--- src/rtl/mips_pkg.sv ---
// Shared encodings and entry type for the MIPS destination/result tracker.
package mips_pkg;

    // Write-back register selection resolved at issue.
    typedef enum logic [1:0] {
        DST_RT   = 2'd0,
        DST_RD   = 2'd1,
        DST_RA   = 2'd2,
        DST_NONE = 2'd3
    } dst_sel_e;

    // Where the result value comes from; the reserved code behaves as ALU.
    typedef enum logic [1:0] {
        SRC_ALU  = 2'd0,
        SRC_MEM  = 2'd1,
        SRC_PC8  = 2'd2,
        SRC_RSVD = 2'd3
    } res_src_e;

    localparam int unsigned REG_RA = 31;
    localparam int unsigned TNEW_W = 2;

    // Width-independent control part of an in-flight entry.
    typedef struct packed {
        logic              valid;
        res_src_e          src;
        logic [TNEW_W-1:0] tnew;
    } entry_ctrl_t;

    // Remaining latency after one stage of travel, never below zero.
    function automatic logic [TNEW_W-1:0] tnew_dec(input logic [TNEW_W-1:0] t);
        return (t == '0) ? '0 : (t - 1'b1);
    endfunction

endpackage

--- src/rtl/dest_result_stage.sv ---
// One tracker stage: entry register with late-result merge and Tnew countdown.
module dest_result_stage
    import mips_pkg::*;
#(
    parameter int unsigned DATA_W   = 32,
    parameter int unsigned REG_AW   = 5,
    parameter bit          DEC_TNEW = 1'b1
) (
    input  logic              clk_i,
    input  logic              reset_i,
    input  entry_ctrl_t       ctrl_i,
    input  logic [REG_AW-1:0] a3_i,
    input  logic [DATA_W-1:0] data_i,
    input  logic              merge_en_i,
    input  logic [DATA_W-1:0] merge_data_i,
    output entry_ctrl_t       ctrl_o,
    output logic [REG_AW-1:0] a3_o,
    output logic [DATA_W-1:0] data_o
);

    entry_ctrl_t       ctrl_d, ctrl_q;
    logic [REG_AW-1:0] a3_d, a3_q;
    logic [DATA_W-1:0] data_d, data_q;

    // Next entry: incoming entry, with a result merged in and Tnew aged by one stage.
    always_comb begin
        ctrl_d = ctrl_i;
        a3_d   = a3_i;
        data_d = merge_en_i ? merge_data_i : data_i;
        if (DEC_TNEW) begin
            ctrl_d.tnew = tnew_dec(ctrl_i.tnew);
        end
    end

    // Entry register, cleared by synchronous reset.
    always_ff @(posedge clk_i) begin
        if (reset_i) begin
            ctrl_q <= '0;
            a3_q   <= '0;
            data_q <= '0;
        end else begin
            ctrl_q <= ctrl_d;
            a3_q   <= a3_d;
            data_q <= data_d;
        end
    end

    assign ctrl_o = ctrl_q;
    assign a3_o   = a3_q;
    assign data_o = data_q;

endmodule

--- src/rtl/dest_result_pipe.sv ---
// Destination/result tracker for the 5-stage MIPS pipeline.
// Optional feature: define DEST_RESULT_PIPE_WB_BYPASS_EN to keep the previous
// write-back (addr, data) as a lowest-priority forwarding source.
// DEPTH must be at least 3 (stage 0=E, 1=M, 2=W).
module dest_result_pipe
    import mips_pkg::*;
#(
    parameter int unsigned DATA_W = 32,
    parameter int unsigned REG_AW = 5,
    parameter int unsigned DEPTH  = 3
) (
    input  logic                   clk_i,
    input  logic                   reset_i,
    input  logic                   stall_i,
    input  logic                   flush_i,
    input  logic                   d_valid_i,
    input  logic [REG_AW-1:0]      d_rt_i,
    input  logic [REG_AW-1:0]      d_rd_i,
    input  logic [1:0]             d_dst_sel_i,
    input  logic [1:0]             d_res_src_i,
    input  logic [DATA_W-1:0]      d_pc_i,
    input  logic [1:0]             d_tnew_i,
    input  logic [DATA_W-1:0]      e_alu_result_i,
    input  logic [DATA_W-1:0]      m_mem_data_i,
    input  logic [1:0][REG_AW-1:0] rd_addr_i,
    input  logic [1:0][1:0]        rd_tuse_i,
    output logic [1:0]             rd_hit_o,
    output logic [1:0][DATA_W-1:0] rd_data_o,
    output logic                   stall_req_o,
    output logic                   wb_we_o,
    output logic [REG_AW-1:0]      wb_addr_o,
    output logic [DATA_W-1:0]      wb_data_o
);

    entry_ctrl_t       iss_ctrl;
    logic [REG_AW-1:0] iss_a3;
    logic [DATA_W-1:0] iss_data;

    entry_ctrl_t       st_ctrl    [DEPTH];
    logic [REG_AW-1:0] st_a3      [DEPTH];
    logic [DATA_W-1:0] st_data    [DEPTH];
    logic              merge_en   [DEPTH];
    logic [DATA_W-1:0] merge_data [DEPTH];

    logic [TNEW_W-1:0] win_tnew   [2];

    // Build the stage-0 entry from D; stall or flush or no issue gives a bubble.
    always_comb begin
        iss_ctrl = '0;
        iss_a3   = '0;
        iss_data = '0;
        if (d_valid_i && !stall_i && !flush_i) begin
            iss_ctrl.valid = 1'b1;
            iss_ctrl.tnew  = d_tnew_i;
            unique case (d_dst_sel_i)
                DST_RT:   iss_a3 = d_rt_i;
                DST_RD:   iss_a3 = d_rd_i;
                DST_RA:   iss_a3 = REG_AW'(REG_RA);
                DST_NONE: iss_a3 = '0;
            endcase
            unique case (d_res_src_i)
                SRC_MEM: iss_ctrl.src = SRC_MEM;
                SRC_PC8: begin
                    // Link value is known at issue, so it is ready immediately.
                    iss_ctrl.src  = SRC_PC8;
                    iss_ctrl.tnew = '0;
                    iss_data      = d_pc_i + DATA_W'(8);
                end
                default: iss_ctrl.src = SRC_ALU;
            endcase
        end
    end

    // Late results: ALU output joins on the E->M shift, load data on M->W.
    always_comb begin
        for (int k = 0; k < DEPTH; k++) begin
            merge_en[k]   = 1'b0;
            merge_data[k] = '0;
        end
        merge_en[1]   = st_ctrl[0].valid && (st_ctrl[0].src == SRC_ALU);
        merge_data[1] = e_alu_result_i;
        merge_en[2]   = st_ctrl[1].valid && (st_ctrl[1].src == SRC_MEM);
        merge_data[2] = m_mem_data_i;
    end

    for (genvar k = 0; k < DEPTH; k++) begin : g_stage
        entry_ctrl_t       in_ctrl;
        logic [REG_AW-1:0] in_a3;
        logic [DATA_W-1:0] in_data;

        if (k == 0) begin : g_head
            assign in_ctrl = iss_ctrl;
            assign in_a3   = iss_a3;
            assign in_data = iss_data;
        end else begin : g_tail
            assign in_ctrl = st_ctrl[k-1];
            assign in_a3   = st_a3[k-1];
            assign in_data = st_data[k-1];
        end

        dest_result_stage #(
            .DATA_W   (DATA_W),
            .REG_AW   (REG_AW),
            .DEC_TNEW (k != 0)
        ) u_stage (
            .clk_i        (clk_i),
            .reset_i      (reset_i),
            .ctrl_i       (in_ctrl),
            .a3_i         (in_a3),
            .data_i       (in_data),
            .merge_en_i   (merge_en[k]),
            .merge_data_i (merge_data[k]),
            .ctrl_o       (st_ctrl[k]),
            .a3_o         (st_a3[k]),
            .data_o       (st_data[k])
        );
    end

    // Register-file write port driven straight from the last stage.
    assign wb_we_o   = st_ctrl[DEPTH-1].valid && (st_a3[DEPTH-1] != '0);
    assign wb_addr_o = st_a3[DEPTH-1];
    assign wb_data_o = st_data[DEPTH-1];

`ifdef DEST_RESULT_PIPE_WB_BYPASS_EN
    logic              bp_we_q;
    logic [REG_AW-1:0] bp_addr_q;
    logic [DATA_W-1:0] bp_data_q;

    // Remember the write issued to the register file on the previous cycle.
    always_ff @(posedge clk_i) begin
        if (reset_i) begin
            bp_we_q   <= 1'b0;
            bp_addr_q <= '0;
            bp_data_q <= '0;
        end else begin
            bp_we_q   <= wb_we_o;
            bp_addr_q <= wb_addr_o;
            bp_data_q <= wb_data_o;
        end
    end
`endif

    // Forwarding/stall query: scan oldest to youngest so the youngest match wins.
    always_comb begin
        rd_hit_o    = '0;
        rd_data_o   = '0;
        stall_req_o = 1'b0;
        for (int p = 0; p < 2; p++) begin
            win_tnew[p] = '0;
`ifdef DEST_RESULT_PIPE_WB_BYPASS_EN
            // bp_we_q already implies a non-zero address.
            if (bp_we_q && (bp_addr_q == rd_addr_i[p])) begin
                rd_hit_o[p]  = 1'b1;
                rd_data_o[p] = bp_data_q;
            end
`endif
            for (int k = DEPTH - 1; k >= 0; k--) begin
                if (st_ctrl[k].valid && (st_a3[k] != '0) && (st_a3[k] == rd_addr_i[p])) begin
                    rd_hit_o[p]  = 1'b1;
                    rd_data_o[p] = st_data[k];
                    win_tnew[p]  = st_ctrl[k].tnew;
                end
            end
            if (rd_hit_o[p] && (win_tnew[p] > rd_tuse_i[p])) begin
                stall_req_o = 1'b1;
            end
        end
    end

endmodule

--- config.mk ---
export PLATFORM = sky130hd
export DESIGN_NAME = dest_result_pipe
export DESIGN_NICKNAME = d
export VERILOG_FILES = /design/src/rtl/mips_pkg.sv /design/src/rtl/dest_result_stage.sv /design/src/rtl/dest_result_pipe.sv
export SDC_FILE = /design/constraint.sdc
export NUM_CORES = 1
export LEC_CHECK = 0
export CAP_MARGIN = 25
export CORE_UTILIZATION = 45
export CTS_CLUSTER_DIAMETER = 150
export DETAILED_ROUTE_END_ITERATION = 8
export PLACE_DENSITY = 0.81
export SYNTH_ARGS = -nofsm -noshare
export SYNTH_HDL_FRONTEND = slang
export SYNTH_SLANG_ARGS = --single-unit
--- constraint.sdc ---
create_clock -name clk_i -period 5.5 [get_ports clk_i]
set_input_delay 1.65 -clock clk_i [delete_from_list [all_inputs] [get_ports clk_i]]
set_output_delay 1.65 -clock clk_i [all_outputs]
set_load 0.05 [all_outputs]
==> impl_metrics.prom <==
# TYPE chip_impl_metric gauge
chip_impl_metric{name="finalWorstPathRequiredPeriod",unit="ps"} 5390
chip_impl_metric{name="ctsLongestPathBuffers",unit=""} 2
chip_impl_metric{name="path_max_fanout",unit=""} 3
chip_impl_metric{name="critical_path_buf_inv_count",unit=""} 2
chip_impl_metric{name="synth-edff-count",unit=""} 0
chip_impl_metric{name="post_synthesis_to_final_layout_area_growth",unit="%"} 63.2
chip_impl_metric{name="vias_in_the_first_global_route",unit=""} 7087
chip_impl_metric{name="die-height",unit="um"} 121
chip_impl_metric{name="yosys_warnings",unit=""} 0
chip_impl_metric{name="async_flop_share",unit="%"} 0
chip_impl_metric{name="die_w",unit="um"} 121
chip_impl_metric{name="reg2reg_depth",unit=""} 4
chip_impl_metric{name="pre_cts_ws",unit="ps"} -319
chip_impl_metric{name="cts.sinks",unit=""} 124
chip_impl_metric{name="synth.lib_cells_used.distinct",unit=""} 40
chip_impl_metric{name="final_antenna_net_count",unit=""} 0
chip_impl_info{name="grt-busiest-layer",value="met2"} 1
chip_impl_info{name="layout.cells.most_common",value="sky130_fd_sc_hd__nand2_1"} 1
chip_impl_metric{name="critPathRequiredTime",unit="ps"} 3850
chip_impl_metric{name="grt_use_met1",unit="%"} 34.7
chip_impl_metric{name="core_area",unit="mm^2"} 0.0138
chip_impl_metric{name="netlist_area",unit="mm^2"} 0.00636
chip_impl_metric{name="clock_tree.htree_level_count",unit=""} 4
chip_impl_metric{name="drt_pass1_iterations",unit=""} 5
chip_impl_metric{name="placementRows",unit=""} 43
chip_impl_metric{name="placedInstanceArea",unit="mm^2"} 0.00965
chip_impl_info{name="postSynth.topFlopCell",value="sky130_fd_sc_hd__dfxtp_1"} 1
chip_impl_info{name="tritoncts",value="done"} 1
chip_impl_metric{name="critical_path_data_arrival_time",unit="ps"} 3740
chip_impl_metric{name="groute.layer.met3.usage",unit="%"} 6.02
chip_impl_info{name="worst-setup-path-type",value="input pin to output pin"} 1
chip_impl_metric{name="clk_pin_slew",unit="ps"} 50
chip_impl_info{name="endpoint_with_the_worst_hold_slack",value="g_stage[1].u_stage.ctrl_o[2]"} 1
chip_impl_metric{name="grt_max_degree",unit=""} 83
chip_impl_metric{name="syn_inst",unit=""} 854
chip_impl_metric{name="boundaryPins",unit=""} 236
chip_impl_metric{name="synth_seq_area_share",unit="%"} 39.0
chip_impl_metric{name="gpl.final_weighted_congestion",unit=""} 0.868
chip_impl_metric{name="min_path_cells",unit=""} 1
chip_impl_metric{name="global_routing_usage_summed_across_all_routing_layers",unit="%"} 29.9
chip_impl_metric{name="count_of_endpoints_failing_hold_in_the_final_timing_report",unit=""} 0
chip_impl_metric{name="syn_area_per_cell",unit="um^2"} 7.45
chip_impl_info{name="min_from",value="g_stage[0].u_stage.ctrl_o[2]"} 1
chip_impl_info{name="crit_path_cell_trace",value="clkdlybuf4s15_1, xnor2_1, nand2_1, or4_4, nand3_1, a31oi_1, ha_1, nor2b_4, o21ai_2, o2bb2ai_2, buf_12"} 1
chip_impl_metric{name="number_of_flip_flops_and_latches_in_the_synthesized_netlist",unit=""} 124
chip_impl_metric{name="met2_usage",unit="%"} 51.3
chip_impl_metric{name="via_per_inst",unit=""} 5.47
chip_impl_metric{name="timing.max_cap.violations",unit=""} 0
chip_impl_metric{name="final_setup_violation_count",unit=""} 0
chip_impl_metric{name="reg2reg_slack",unit="ps"} 3670
chip_impl_info{name="status",value="complete, no violations"} 1
chip_impl_metric{name="grt_antenna_before_repair",unit=""} 0
chip_impl_metric{name="clk-insertion-delay-late",unit="ps"} 420
chip_impl_metric{name="floorplan.initialDensity",unit="%"} 46.0
chip_impl_metric{name="dieArea",unit="mm^2"} 0.0146
chip_impl_info{name="worst_setup_path_end_kind",value="output pin"} 1
chip_impl_info{name="most-common-layout-cells",value="sky130_fd_sc_hd__nand2_1 (206), sky130_fd_sc_hd__clkdlybuf4s50_1 (157), sky130_fd_sc_hd__dfxtp_1 (124)"} 1
chip_impl_metric{name="grt_first_pass_wirelength",unit="um"} 33800
chip_impl_metric{name="finClkSkew",unit="ps"} 8.82
chip_impl_info{name="crit_path_start_kind",value="input pin"} 1
chip_impl_metric{name="num_vias",unit=""} 7030
chip_impl_metric{name="hold_ws",unit="ps"} 468
chip_impl_metric{name="tightest_slew",unit="ps"} 948
chip_impl_metric{name="syn_nets",unit=""} 992
chip_impl_info{name="hp-class",value="register to register"} 1
chip_impl_metric{name="routed_wl",unit="um"} 21800
chip_impl_info{name="clock_tree.root_cell",value="sky130_fd_sc_hd__clkbuf_16"} 1
chip_impl_metric{name="wl_per_cell",unit="um"} 17.0
chip_impl_metric{name="layout-drive-gt1-share",unit="%"} 14.8
chip_impl_info{name="critical_path.reg2reg.startpoint",value="g_stage[1].u_stage.ctrl_o[4]"} 1
chip_impl_metric{name="antennaDiodeCount",unit=""} 0
chip_impl_metric{name="final_net_count",unit=""} 1230
chip_impl_info{name="crit_slowest_cell",value="sky130_fd_sc_hd__or4_4"} 1
chip_impl_metric{name="timing.max_slew.rel_slack",unit="%"} 36.8
chip_impl_metric{name="fmax",unit="MHz"} 185
chip_impl_metric{name="hpwl_reported_at_the_end_of_detailed_placement",unit="um"} 15200
chip_impl_metric{name="first_iter_violations",unit=""} 526
chip_impl_metric{name="final_min_period_over_clock_period",unit="%"} 98.0
chip_impl_metric{name="ir_worst_vdd",unit="V"} 0.000197
chip_impl_metric{name="power_density",unit="mW/mm^2"} 228
chip_impl_metric{name="setup_tns",unit="ps"} 0
chip_impl_metric{name="final-max-slew-violation-count",unit=""} 0
chip_impl_info{name="rsz_0062_raised_after_global_routing",value="false"} 1
chip_impl_metric{name="setup_slack",unit="ps"} 107
chip_impl_metric{name="cell_leakage_power",unit="nW"} 3.74
chip_impl_info{name="worst_path_top_cell_family_by_delay",value="simple AND/OR/NAND/NOR gates"} 1
chip_impl_metric{name="critical-path-max-stage-delay",unit="ps"} 500
chip_impl_metric{name="drcViolationCount",unit=""} 0
chip_impl_metric{name="numCtsBuffers",unit=""} 17
chip_impl_info{name="r2r-end",value="g_stage[2].u_stage.data_o[2]"} 1
chip_impl_metric{name="overflow_after_grt",unit=""} 0
chip_impl_metric{name="finalInstanceArea",unit="mm^2"} 0.0104
chip_impl_metric{name="io_buffers",unit=""} 235
==> worst max-delay path by stage <==
stage	depth (start not counted)	slack, ps	to	startpoint
after CTS	11	30	stall_req_o	rd_addr_i[5]
after floorplan	6	150	rd_data_o[10]	rd_addr_i[4]
after global placement	11	-250	stall_req_o	rd_addr_i[0]
after detailed placement	11	-320	stall_req_o	rd_addr_i[0]
after global routing	12	10	stall_req_o	rd_addr_i[8]
final	11	110	stall_req_o	rd_addr_i[0]
==> timing repair <==
item                       4_1_cts  5_1_grt
setup buffers                    4        3
cloned                           0        0
setup endpoints to repair       34        3
hold buffers                     0        0
pin swaps                        6       14
gates resized for setup         13       16
==> report_power, final <==
group | total [mW] | switching [mW] | internal, mW
registers | 0.916 | 0.00801 | 0.908
clock network | 1.25 | 0.395 | 0.853
logic | 0.198 | 0.0813 | 0.116
==> registers in the layout, summed over array words and instances (netlist names) <==
register                count
g_stage.u_stage.ctrl_o     13
g_stage.u_stage.a3_o       15
g_stage.u_stage.data_o     96
==> through the flow <==
stage / power (mW) / cells / utilization, %
finish: 2.36 / 1285 / 75.0
floorplan: 0.997 / 854 / -
CTS: 2.37 / 1282 / 74.8
detailed placement: 1.13 / 1246 / 69.8
global placement: 1.13 / 1246 / 69.8
global route: 2.43 / 1285 / 75.0
==> layer usage <==
layer  wire [um]  part of all wire, %
met5           0                    0
met2       10700                   49
met4         735                  3.4
met1        8760                   40
met3        1590                  7.3
==> synth_stat cells (15+ instances only) <==
master	number	area, um^2
sky130_fd_sc_hd__nand2_1	207	777
sky130_fd_sc_hd__mux2i_1	34	340
sky130_fd_sc_hd__a31oi_1	33	206
sky130_fd_sc_hd__o21ai_1	31	155
sky130_fd_sc_hd__nor3_1	15	75.1
sky130_fd_sc_hd__nand3_1	48	240
sky130_fd_sc_hd__xor2_1	16	140
sky130_fd_sc_hd__nor2_1	78	293
sky130_fd_sc_hd__dfxtp_1	124	2480
sky130_fd_sc_hd__clkbuf_1	36	135
sky130_fd_sc_hd__xnor2_1	38	333
sky130_fd_sc_hd__buf_2	20	100
sky130_fd_sc_hd__a21oi_1	75	375
sky130_fd_sc_hd__nor2b_1	16	100
sky130_fd_sc_hd__inv_1	19	71.3
==> final cells by class <==
class / count / area, um^2
Fill cell: 967 / 3450
Clock inverter: 6 / 155
Clock buffer: 26 / 499
Inverter: 19 / 71.3
Sequential cell: 124 / 2480
Multi-Input combinational cell: 652 / 3620
Tap cell: 180 / 225
Timing Repair Buffer: 278 / 3320
==> kinds of logic after synthesis <==
group / Yosys count / share of synthesized area [%]
AND/OR/NAND/NOR: 405 / 28.5
AO/OA/AOI/OAI: 152 / 13.1
flip-flops: 124 / 39.0
buffers and inverters: 78 / 5.18
XOR/XNOR: 54 / 7.44
multiplexers: 34 / 5.35
adder cells (fa/ha/maj): 7 / 1.38
(Power assumes the default switching activity.)
